$ cat config.mk
export PLATFORM = sky130hd
export DESIGN_NAME = line_render_sched
export DESIGN_NICKNAME = d
export VERILOG_FILES = /design/src/rtl/line_render_sched.sv
export SDC_FILE = /design/constraint.sdc
export NUM_CORES = 1
export LEC_CHECK = 0
export ABC_CLOCK_PERIOD_IN_PS = 2250
export CAP_MARGIN = 20
export CELL_PAD_IN_SITES_DETAIL_PLACEMENT = 0
export CELL_PAD_IN_SITES_GLOBAL_PLACEMENT = 1
export CORE_UTILIZATION = 35
export DETAILED_ROUTE_END_ITERATION = 10
export PLACE_DENSITY = 0.76
export SETUP_SLACK_MARGIN = 0.3
export SLEW_MARGIN = 25
export SYNTH_ARGS = -nofsm -noshare
export SYNTH_HDL_FRONTEND = slang
export SYNTH_SLANG_ARGS = --single-unit
$ cat constraint.sdc
create_clock -name clk -period 2.25 [get_ports clk]
set_input_delay 0.3375 -clock clk [delete_from_list [all_inputs] [get_ports clk]]
set_output_delay 0.3375 -clock clk [all_outputs]
set_load 0.01 [all_outputs]
$ cat src/rtl/line_render_sched.sv
// rtl/line_render_sched.sv - per-scanline line-buffer swap, clear and sprite render sequencer
// Optional abort/latency statistics (ovr_cnt, max_lat) are built only with `SCHED_STATS_EN.
module line_render_sched #(
  parameter int VACT_FIRST = 16,
  parameter int VACT_LAST  = 239,
  parameter int WDOG_CYC   = 4095
) (
  input  logic        clk,
  input  logic        reset,
  input  logic        clk_pix,
  input  logic        hbl,
  input  logic [8:0]  vc,
  output logic        clr_start,
  input  logic        clr_done,
  output logic        spr_start,
  output logic [8:0]  spr_line,
  input  logic        spr_done,
  output logic        abort,
  output logic        wr_bank,
  output logic        busy,
  output logic        overrun,
  output logic [7:0]  ovr_cnt,
  output logic [15:0] max_lat
);

  typedef enum logic [2:0] {
    S_IDLE,
    S_CLEAR,
    S_WAIT_CLR,
    S_RENDER,
    S_WAIT_RND
  } state_t;

  state_t      state;
  logic        hbl_q;
  logic [15:0] wdog;
  logic        trig;
  logic        in_range;
  logic        wdog_exp;
  logic        done_now;
  logic        active;
  logic [8:0]  target;

  assign active   = (state != S_IDLE);
  assign trig     = clk_pix & hbl & ~hbl_q;
  assign target   = vc + 9'd1;
  assign in_range = (target >= 9'(VACT_FIRST)) && (target <= 9'(VACT_LAST));
  assign wdog_exp = active && (wdog == 16'(WDOG_CYC - 1));
  assign done_now = (state == S_WAIT_RND) && spr_done;

  // A completion always wins over a trigger or watchdog expiry in the same cycle.
  always_ff @(posedge clk) begin
    if (reset) begin
      state     <= S_IDLE;
      hbl_q     <= 1'b0;
      wdog      <= 16'd0;
      clr_start <= 1'b0;
      spr_start <= 1'b0;
      spr_line  <= 9'd0;
      abort     <= 1'b0;
      wr_bank   <= 1'b0;
      busy      <= 1'b0;
      overrun   <= 1'b0;
    end else begin
      clr_start <= 1'b0;
      spr_start <= 1'b0;
      abort     <= 1'b0;
      if (clk_pix) hbl_q <= hbl;
      if (active) wdog <= wdog + 16'd1;
      if (trig) begin
        wr_bank <= ~wr_bank;
        if (active && !done_now) begin
          abort   <= 1'b1;
          overrun <= 1'b1;
        end
        if (in_range) begin
          state     <= S_CLEAR;
          clr_start <= 1'b1;
          spr_line  <= target;
          wdog      <= 16'd0;
          busy      <= 1'b1;
        end else begin
          state <= S_IDLE;
          busy  <= 1'b0;
        end
      end else if (done_now) begin
        state <= S_IDLE;
        busy  <= 1'b0;
      end else if (wdog_exp) begin
        abort   <= 1'b1;
        overrun <= 1'b1;
        state   <= S_IDLE;
        busy    <= 1'b0;
      end else begin
        case (state)
          S_CLEAR:    state <= S_WAIT_CLR;
          S_WAIT_CLR: begin
            if (clr_done) begin
              state     <= S_RENDER;
              spr_start <= 1'b1;
            end
          end
          S_RENDER:   state <= S_WAIT_RND;
          default:    ;
        endcase
      end
    end
  end

`ifdef SCHED_STATS_EN
  logic [15:0] lat_cnt;

  // lat_cnt is 1 in the cycle after the trigger, so it counts the trigger cycle itself.
  always_ff @(posedge clk) begin
    if (reset) begin
      ovr_cnt <= 8'd0;
      max_lat <= 16'd0;
      lat_cnt <= 16'd0;
    end else begin
      if (abort && (ovr_cnt != 8'hFF)) ovr_cnt <= ovr_cnt + 8'd1;
      if (done_now && (lat_cnt > max_lat)) max_lat <= lat_cnt;
      if (trig && in_range) lat_cnt <= 16'd1;
      else if (active && (lat_cnt != 16'hFFFF)) lat_cnt <= lat_cnt + 16'd1;
    end
  end
`else
  assign ovr_cnt = 8'd0;
  assign max_lat = 16'd0;
`endif

endmodule

### Yosys cells after proc, flatten, opt, wreduce, memory -nomap -nowiden

Cells that the tools add are included.

* bits in writable memories: 0
* memories kept: 0
* register bits: 35
* latch bits: 0
* input port bits: 15
* output and inout bits: 39
* ROM bits: 0
* word-level logic and storage cells: 64

* divide/modulo/power cells: 0
* order comparisons: 2
* shifts and indexed selects: 0
* muxes and demuxes: 22
* equality and inequality tests: 8
* multiply operators: 0
* bitwise logic cells: 6
* $add $sub $neg: 2
* reduce and logical (&&, ||, !) cells: 14

Operators with widths (number)
* two-way mux 16 bit: 3
* adder 16 x 1 -> 16 bit (second input constant): 1
* == test 16 x 12 -> 1 bit (second input constant): 1
* two-way mux 1 bit: 14
* two-way mux 3 bit: 4
* adder 9 x 1 -> 9 bit (second input constant): 1
* greater-or-equal comparator 9 x 5 -> 1 bit (second input constant): 1
* less-or-equal comparator 9 x 8 -> 1 bit (second input constant): 1
* case mux 3 bit (3 select lines): 1
* == test 3 x 2 -> 1 bit (second input constant): 2
* nonzero test 3 bit: 2
* nonzero test 6 bit: 1
* inequality test 5 bit (second input constant): 1
* OR reduction 5 bit: 1
* logical AND 1 bit: 4
* NOT 1 bit: 4
* AND reduction 2 bit: 2
* == test 3 x 1 -> 1 bit (second input constant): 1
* == test 3 bit (second input constant): 1
* AND reduction 3 bit: 1
* AND 1 bit: 2
* inequality test 2 x 1 -> 1 bit (second input constant): 1
* inequality test 2 bit (second input constant): 1
* nonzero test 2 bit: 1
* other kinds (2): 2

### Depth between registers and ports, before layout

Gate-level depths: netlist of the first run.

* word-level depth: 6
* gate-level depth with buffers: 9
* mapped depth without buffers: 7

### Worst setup path before layout of the first run

No wires, ideal clock.

* kind: input -> register
* start: in vc[0]
* end: reg spr_line[1]
* buffers on the path: 2
* slack: 149 ps
* stages: 9
* required time: 2129 ps
* data arrival time: 1980 ps
* library setup time: 121 ps
* cell sequence: inv_1 -> ha_1 -> nor3_1 -> nand4_1 -> o32a_1 -> o211a_1 -> buf_6 -> buf_6 -> mux2_4

* cells in the longest elaborated chain, start to end: 4
* elaborated cells between the ends (all ways): 5
* those cells by class: 1 x add/sub; 2 x order compare; 2 x reduce/logical

RTL lines
* start: declaration: RTL line 12 `input logic [8:0] vc,`
* adder 9 x 1 -> 9 bit (*): RTL line 46 `assign target = vc + 9'd1;`
* greater-or-equal comparator 9 x 5 -> 1 bit or less-or-equal comparator 9 x 8 -> 1 bit (tied branches): RTL line 47 `assign in_range = (target >= 9'(VACT_FIRST)) && (target <= 9'(VACT_LAST));`
* logical AND 1 bit: RTL line 47
* AND reduction 2 bit (no line)
* end signal: assignment: RTL line 79 `spr_line <= target;`
* end: declaration: RTL line 16 `output logic [8:0] spr_line,`

Mark *: on every way between the ends. The rest lies on a longest branch, timed or not.
A chain may end at the register's enable or synchronous reset.

### Worst setup path in the final report of the first run

* start: in clk_pix
* end: reg spr_line[4]

* cells in the longest elaborated chain, start to end: 3

RTL lines
* start: declaration: RTL line 10 `input logic clk_pix,`
* AND 1 bit (2 in a row): RTL line 45 `assign trig = clk_pix & hbl & ~hbl_q;`
* AND reduction 2 bit (no line)

Every way passes these cells.

==> results.py, run 1 <==
metrics = {
    "final_layout": {
        "multi_input_area_sq_um": 1080,
        "fillers": 517,
        "postLayoutCellArea_sq_um": 2450,
        "final_cells": 340,
        "nets": 289,
        "fin_util": 0.475,
        "antenna_cells": 0,
        "area.growth.synth_to_final_pct": 29.4,
        "drive_gt1_frac": 0.196,
        "ff_latch_area_sq_um": 701,
    },
    "yosys": {
        "synth_edf_count": 0,
        "yosys_warnings": 0,
        "ys_seq_area_frac": 0.369,
        "synth_top_area_cell": "dfxtp_1",
        "synth_cells": 217,
        "synthMuxAreaShare": 0.0369,
        "synth_ff_type": "dfxtp_1",
        "synth.top_cell.area_share": 0.369,
        "yosys-top-cells-count": "dfxtp_1, buf_4, nor3_1",
        "synth_compound_area_frac": 0.0989,
        "yosysMostFrequentCell": "dfxtp_1",
        "ys_types": 46,
        "syn_area_per_cell_sq_um": 8.74,
        "synthAdderAreaFrac": 0.0264,
        "synth-simple-area-share": 0.220,
        "ys_ff_latch": 35,
        "netlist_area_sq_um": 1900,
        "synth.area.top_cells": "dfxtp_1, buf_4, xnor2_1",
        "ys_async_sr_fraction": 0,
        "yosys.area_share.xor_xnor": 0.111,
        "synth_top_family_by_area": "simple AND/OR/NAND/NOR gates",
    },
    "detailed_routing": {
        "vias_per_cell": 4.71,
        "dr_wl_met2_um": 1890,
        "detail-route-antenna-nets": 0,
        "wl_met3_um": 169,
        "drtIter0Drc": 53,
        "detail_route.wl_per_cell_um": 11.7,
        "route.detailed.drc": 0,
        "routed.top_layer": "met4",
        "firstDrtPassIters": 4,
        "wl_met1_um": 1880,
        "wl_um": 3990,
        "dr_total_vias": 1603,
    },
    "worst_setup_path": {
        "cp_data_required_time_ns": 2.42,
        "crit_arrival_ns": 2.04,
        "cp-start-kind": "primary input",
        "startpoint": "clk_pix",
        "worst-setup-path-type": "primary input to register",
        "worstReg2RegStart": "state[1]",
        "critPathMaxFanout": 4,
        "cp-end-kind": "register",
    },
    "grt": {
        "overflow": 0,
        "first_global_vias": 1434,
        "grt_antenna_before_repair": 0,
        "grt_pass1_wl_um": 6540,
        "grt_max_degree": 25,
        "track_usage": 0.154,
    },
    "status": {
        "outcome": "finished, final reports clean",
    },
    "die": {
        "ios": 54,
        "die_x_um": 75.6,
        "die_area_sq_um": 5720,
        "start_util": 0.367,
        "coreArea_sq_um": 5170,
        "dieHeight_um": 75.6,
        "rows": 26,
    },
    "sta": {
        "fin_worst_skew_ns": 0.00431,
        "final.setup.tns_ns": 0,
        "final_hold_viol_count": 0,
        "fmax_ghz": 0.535,
        "fin_crit_sh": 0.831,
        "setup_viol": 0,
        "setup_slack_ns": 0.380,
        "rsz0062_at_grt": "no",
        "timing.slew.headroom": 0.645,
        "slew_viol_final": 0,
        "worst_pin_slew_ns": 0.527,
        "fin_crit_ns": 1.87,
    },
    "clock_network": {
        "cts_tree": "built",
        "cts_max_path_buffers": 2,
        "cts.clk_slew.worst_paths_ns": 0.07,
        "cts_made_buffers": 5,
        "insertion_delay_ns": 0.28,
        "clkSinkCount": 35,
        "clock-root-buffer": "clkbuf_8",
        "htreeDepth": 2,
    },
    "power_and_ir_drop": {
        "power.leakage_nw": 0.970,
        "cellPowerDensity_nw_per_um2": 556,
        "ir_drop_mv": 0.402,
    },
    "place": {
        "place.gp.congestion": 0.815,
        "numPlacedInstances": 331,
        "placed_cell_area_sq_um": 2330,
        "portBuffers": 29,
        "preCtsSetupSlack_ns": -0.437,
        "hpwl_um": 2890,
    },
    "min_path": {
        "min_path_type": "primary input to register",
        "min_from": "vc[0]",
    },
    "flow_run": {
        "timing.max_cap.violations": 0,
    },
}
-- stage by stage --
step / hold slack [ns] / total power, mW
2_1_floorplan: 0.458 / 0.837
3_3_place_gp: 0.447 / 0.920
3_5_place_dp: 0.448 / 0.919
4_1_cts: 0.470 / 1.38
5_1_grt: 0.461 / 1.43
6_report: 0.458 / 1.37
-- report_power, final --
group	switching, mW	total, mW	internal (mW)	leakage (nW)
clock network	0.214	0.454	0.240	0.0470
logic	0.126	0.249	0.123	0.640
registers	0.0204	0.662	0.642	0.284
total	0.361	1.37	1.01	0.970
-- worst paths after layout --
path	end	slack [ns]	cells after the start
hold reg to reg	overrun	0.46	1
hold / removal	spr_line[0]	0.46	3
setup reg to reg	wdog[11]	0.51	6
setup / recovery	spr_line[4]	0.38	6
-- state kept, by name (all words and copies together) (netlist names) --
name       cells
spr_line       9
abort          1
spr_start      1
busy           1
wr_bank        1
overrun        1
wdog          16
clr_start      1
hbl_q          1
state          3
-- layout by cell type, fill, tap and decap left out, drive strengths merged, types with 3 or more instances in the layout --
cell / n
conb: 24
mux2: 5
xor2: 10
nand4: 5
o221a: 3
nor3: 22
ha: 4
clkdlybuf4s50: 24
nand3: 7
buf: 27
inv: 8
nor2b: 5
xnor2: 14
and3: 4
clkbuf: 6
a21oi: 3
nor2: 20
dfxtp: 35
nand2: 12
-- kinds of logic after synthesis --
group,after synthesis
multiplexers,6
XOR/XNOR,24
other,1
AO/OA/AOI/OAI,23
adder cells (fa/ha/maj),4
buffers and inverters,40
flip-flops,35
AND/OR/NAND/NOR,84
-- critical path, stage by stage --
cell	delay [ns]
clkdlybuf4s50_1	0.47
nand2_1	0.07
or2_4	0.25
a211oi_4	0.28
o211a_2	0.29
mux2_2	0.34
-- layer usage --
layer  GRT usage  up-vias
li1            -      810
met1       0.195      751
met2       0.250       38
met3      0.0423        4
met4      0.0617        0
met5           0        -
-- area by class of cell --
cell class                 count  area share
clock buffer                   6      0.0336
multi-input combinational    166       0.439
timing repair buffer          54       0.191
inverter                       8      0.0133
clock inverter                 1     0.00204
sequential                    35       0.285
tap                           70      0.0357
-- what timing repair did --
action | CTS | global route
gates cloned | 1 | 0
gates resized for setup | 12 | 5
hold buffers | 0 | 0
pin swaps | 4 | 3
setup endpoints to repair | 28 | 21
setup buffers | 1 | 0
Power figures use the tool's default switching activity.
==> inputs of run 2 (changes only) <==
- ABC_CLOCK_PERIOD_IN_PS: 2250 -> 1500
- CORE_UTILIZATION: 35 -> 31
- PLACE_DENSITY: 0.76 -> 0.71
- clock period: 2.25 -> 1.5 ns (I/O delays scaled with it)
==> results.py, run 2 (synthesized netlist as in run 1, its figures left out) <==
metrics = {
    "worst_setup_path": {
        "critPathMaxFanout": 5,
        "crit_arrival_ns": 1.87,
        "cp-end-kind": "register",
        "cp_data_required_time_ns": 1.67,
        "cp-start-kind": "primary input",
        "worst-setup-path-type": "primary input to register",
    },
    "place": {
        "place.gp.congestion": 0.885,
        "hpwl_um": 3230,
        "portBuffers": 29,
    },
    "sta": {
        "fmax_ghz": 0.590,
        "setup_slack_ns": -0.195,
        "rsz0062_at_grt": "yes",
        "fin_crit_ns": 1.70,
        "setup_viol": 28,
        "fin_crit_sh": 1.13,
        "slew_viol_final": 0,
        "fin_worst_skew_ns": 0.0102,
        "final_hold_viol_count": 0,
    },
    "final_layout": {
        "largest_reg_flops": 16,
        "reg_top3": "wdog x16, spr_line x9, state x3",
        "fin_util": 0.503,
        "final_common_cell": "buf_4",
        "drive_gt1_frac": 0.409,
        "top_register": "wdog",
        "antenna_cells": 0,
        "area.growth.synth_to_final_pct": 57.0,
        "nets": 331,
        "final_cell_mix": "buf_4, dfxtp_1, conb_1, dlygate4sd2_1",
    },
    "grt": {
        "grt_antenna_before_repair": 0,
        "overflow": 0,
        "grt_pass1_wl_um": 7830,
        "grt_max_degree": 24,
        "track_usage": 0.159,
        "first_global_vias": 1729,
    },
    "detailed_routing": {
        "dr_total_vias": 1753,
        "route.detailed.drc": 0,
        "firstDrtPassIters": 4,
        "wl_um": 4600,
        "wl_met3_um": 152,
        "routed.top_layer": "met4",
        "dr_wl_met2_um": 2340,
        "detail_route.wl_per_cell_um": 11.9,
        "drtIter0Drc": 46,
        "wl_met1_um": 2040,
        "detail-route-antenna-nets": 0,
        "vias_per_cell": 4.52,
    },
    "flow_run": {
        "timing.max_cap.violations": 0,
    },
    "power_and_ir_drop": {
        "pwr-share-seq": 0.455,
        "pwr-share-comb": 0.233,
        "ir_drop_mv": 0.346,
        "p_int_mw": 1.55,
        "switchingPower_uw": 620,
        "cellPowerDensity_nw_per_um2": 728,
        "finalPower_mw": 2.17,
        "pwr-share-clk": 0.312,
        "power.leakage_nw": 1.29,
        "swShare": 0.286,
    },
    "status": {
        "violations": "negative setup slack",
        "outcome": "complete, but fails checks",
    },
    "die": {
        "die_area_sq_um": 6440,
        "start_util": 0.320,
        "ios": 54,
        "rows": 28,
        "die_x_um": 80.2,
        "coreArea_sq_um": 5920,
        "dieHeight_um": 80.2,
    },
    "clock_network": {
        "cts.clk_slew.worst_paths_ns": 0.07,
        "cts_tree": "built",
        "cts_max_path_buffers": 2,
        "htreeDepth": 2,
        "cts_made_buffers": 5,
        "insertion_delay_ns": 0.29,
        "clkSinkCount": 35,
        "clock-root-buffer": "clkbuf_8",
        "hold_buffers": 0,
    },
    "min_path": {
        "min_path_type": "primary input to register",
    },
}
[run 2: cell types whose count changed in the layout (fill, tap and decap cells not counted), moves of 3 or more]
cell	previous run	this run
clkdlybuf4s50_1	24	4
nor2_1	20	17
dlygate4sd2_1	2	21
nor3_1	21	17
nor3_2	1	4
buf_4	25	64
dfxtp_1	35	29
dfxtp_2	0	6
buf_6	0	4
[run 2: path summary, 6_finish.rpt]
check / start / end / slack, ns / depth (start not counted)
worst max register to register: hbl_q / spr_line[8] / -0.08 / 6
worst min register to register: overrun / overrun / 0.46 / 1
worst min-delay path: clk_pix / hbl_q / 0.35 / 3
worst max-delay path: vc[2] / spr_line[1] / -0.20 / 7
[run 2: cell type report]
type                       instances  area [sq um]
fill                             552          2940
clock buffer                       6          72.6
tap                               75          93.8
sequential                        35           708
inverter                           8          32.5
multi-input combinational        166          1270
clock inverter                     2          12.5
timing repair buffer              96           786
[run 2: timing repair]
item                       in CTS  in global routing
buffers inserted               10                  1
pin swaps                      16                  5
gates cloned                    1                  0
resized for setup              67                 13
setup endpoints to repair      49                 33
[run 2: power groups by stage]
stage	sequential [mW]	combinational, mW	clock, mW
floorplan	1.01	0.252	0
global placement	1.01	0.434	0
detailed placement	1.01	0.439	0
CTS	0.985	0.486	0.712
global route	0.992	0.555	0.744
finish	0.987	0.506	0.676
[run 2: metrics by stage]
| step | setup TNS (ns) | instances | setup slack [ns] | area [sq um] | hold WS (ns) |
|---|---|---|---|---|---|
| after floorplan | -6.08 | 240 | -0.397 | 2050 | 0.398 |
| after global placement | -27.38 | 368 | -1.02 | 2620 | 0.442 |
| after detailed placement | -29.21 | 368 | -1.09 | 2620 | 0.447 |
| after CTS | -1.80 | 387 | -0.160 | 2920 | 0.338 |
| after global routing | -4.50 | 388 | -0.255 | 2980 | 0.372 |
| final | -2.70 | 388 | -0.195 | 2980 | 0.352 |
[run 2: layer usage]
layer | vias up | global-route usage
li1 | 894 | -
met1 | 816 | 0.187
met5 | - | 0
met4 | 0 | 0.0571
met3 | 8 | 0.0330
met2 | 35 | 0.282
[run 2: critical path, stage by stage]
cell and delay [ns]:
clkdlybuf4s15_2 0.24, nand3_2 0.09, xor2_1 0.18, o32a_1 0.42, buf_4 0.16, o211a_4 0.26, mux2_4 0.30
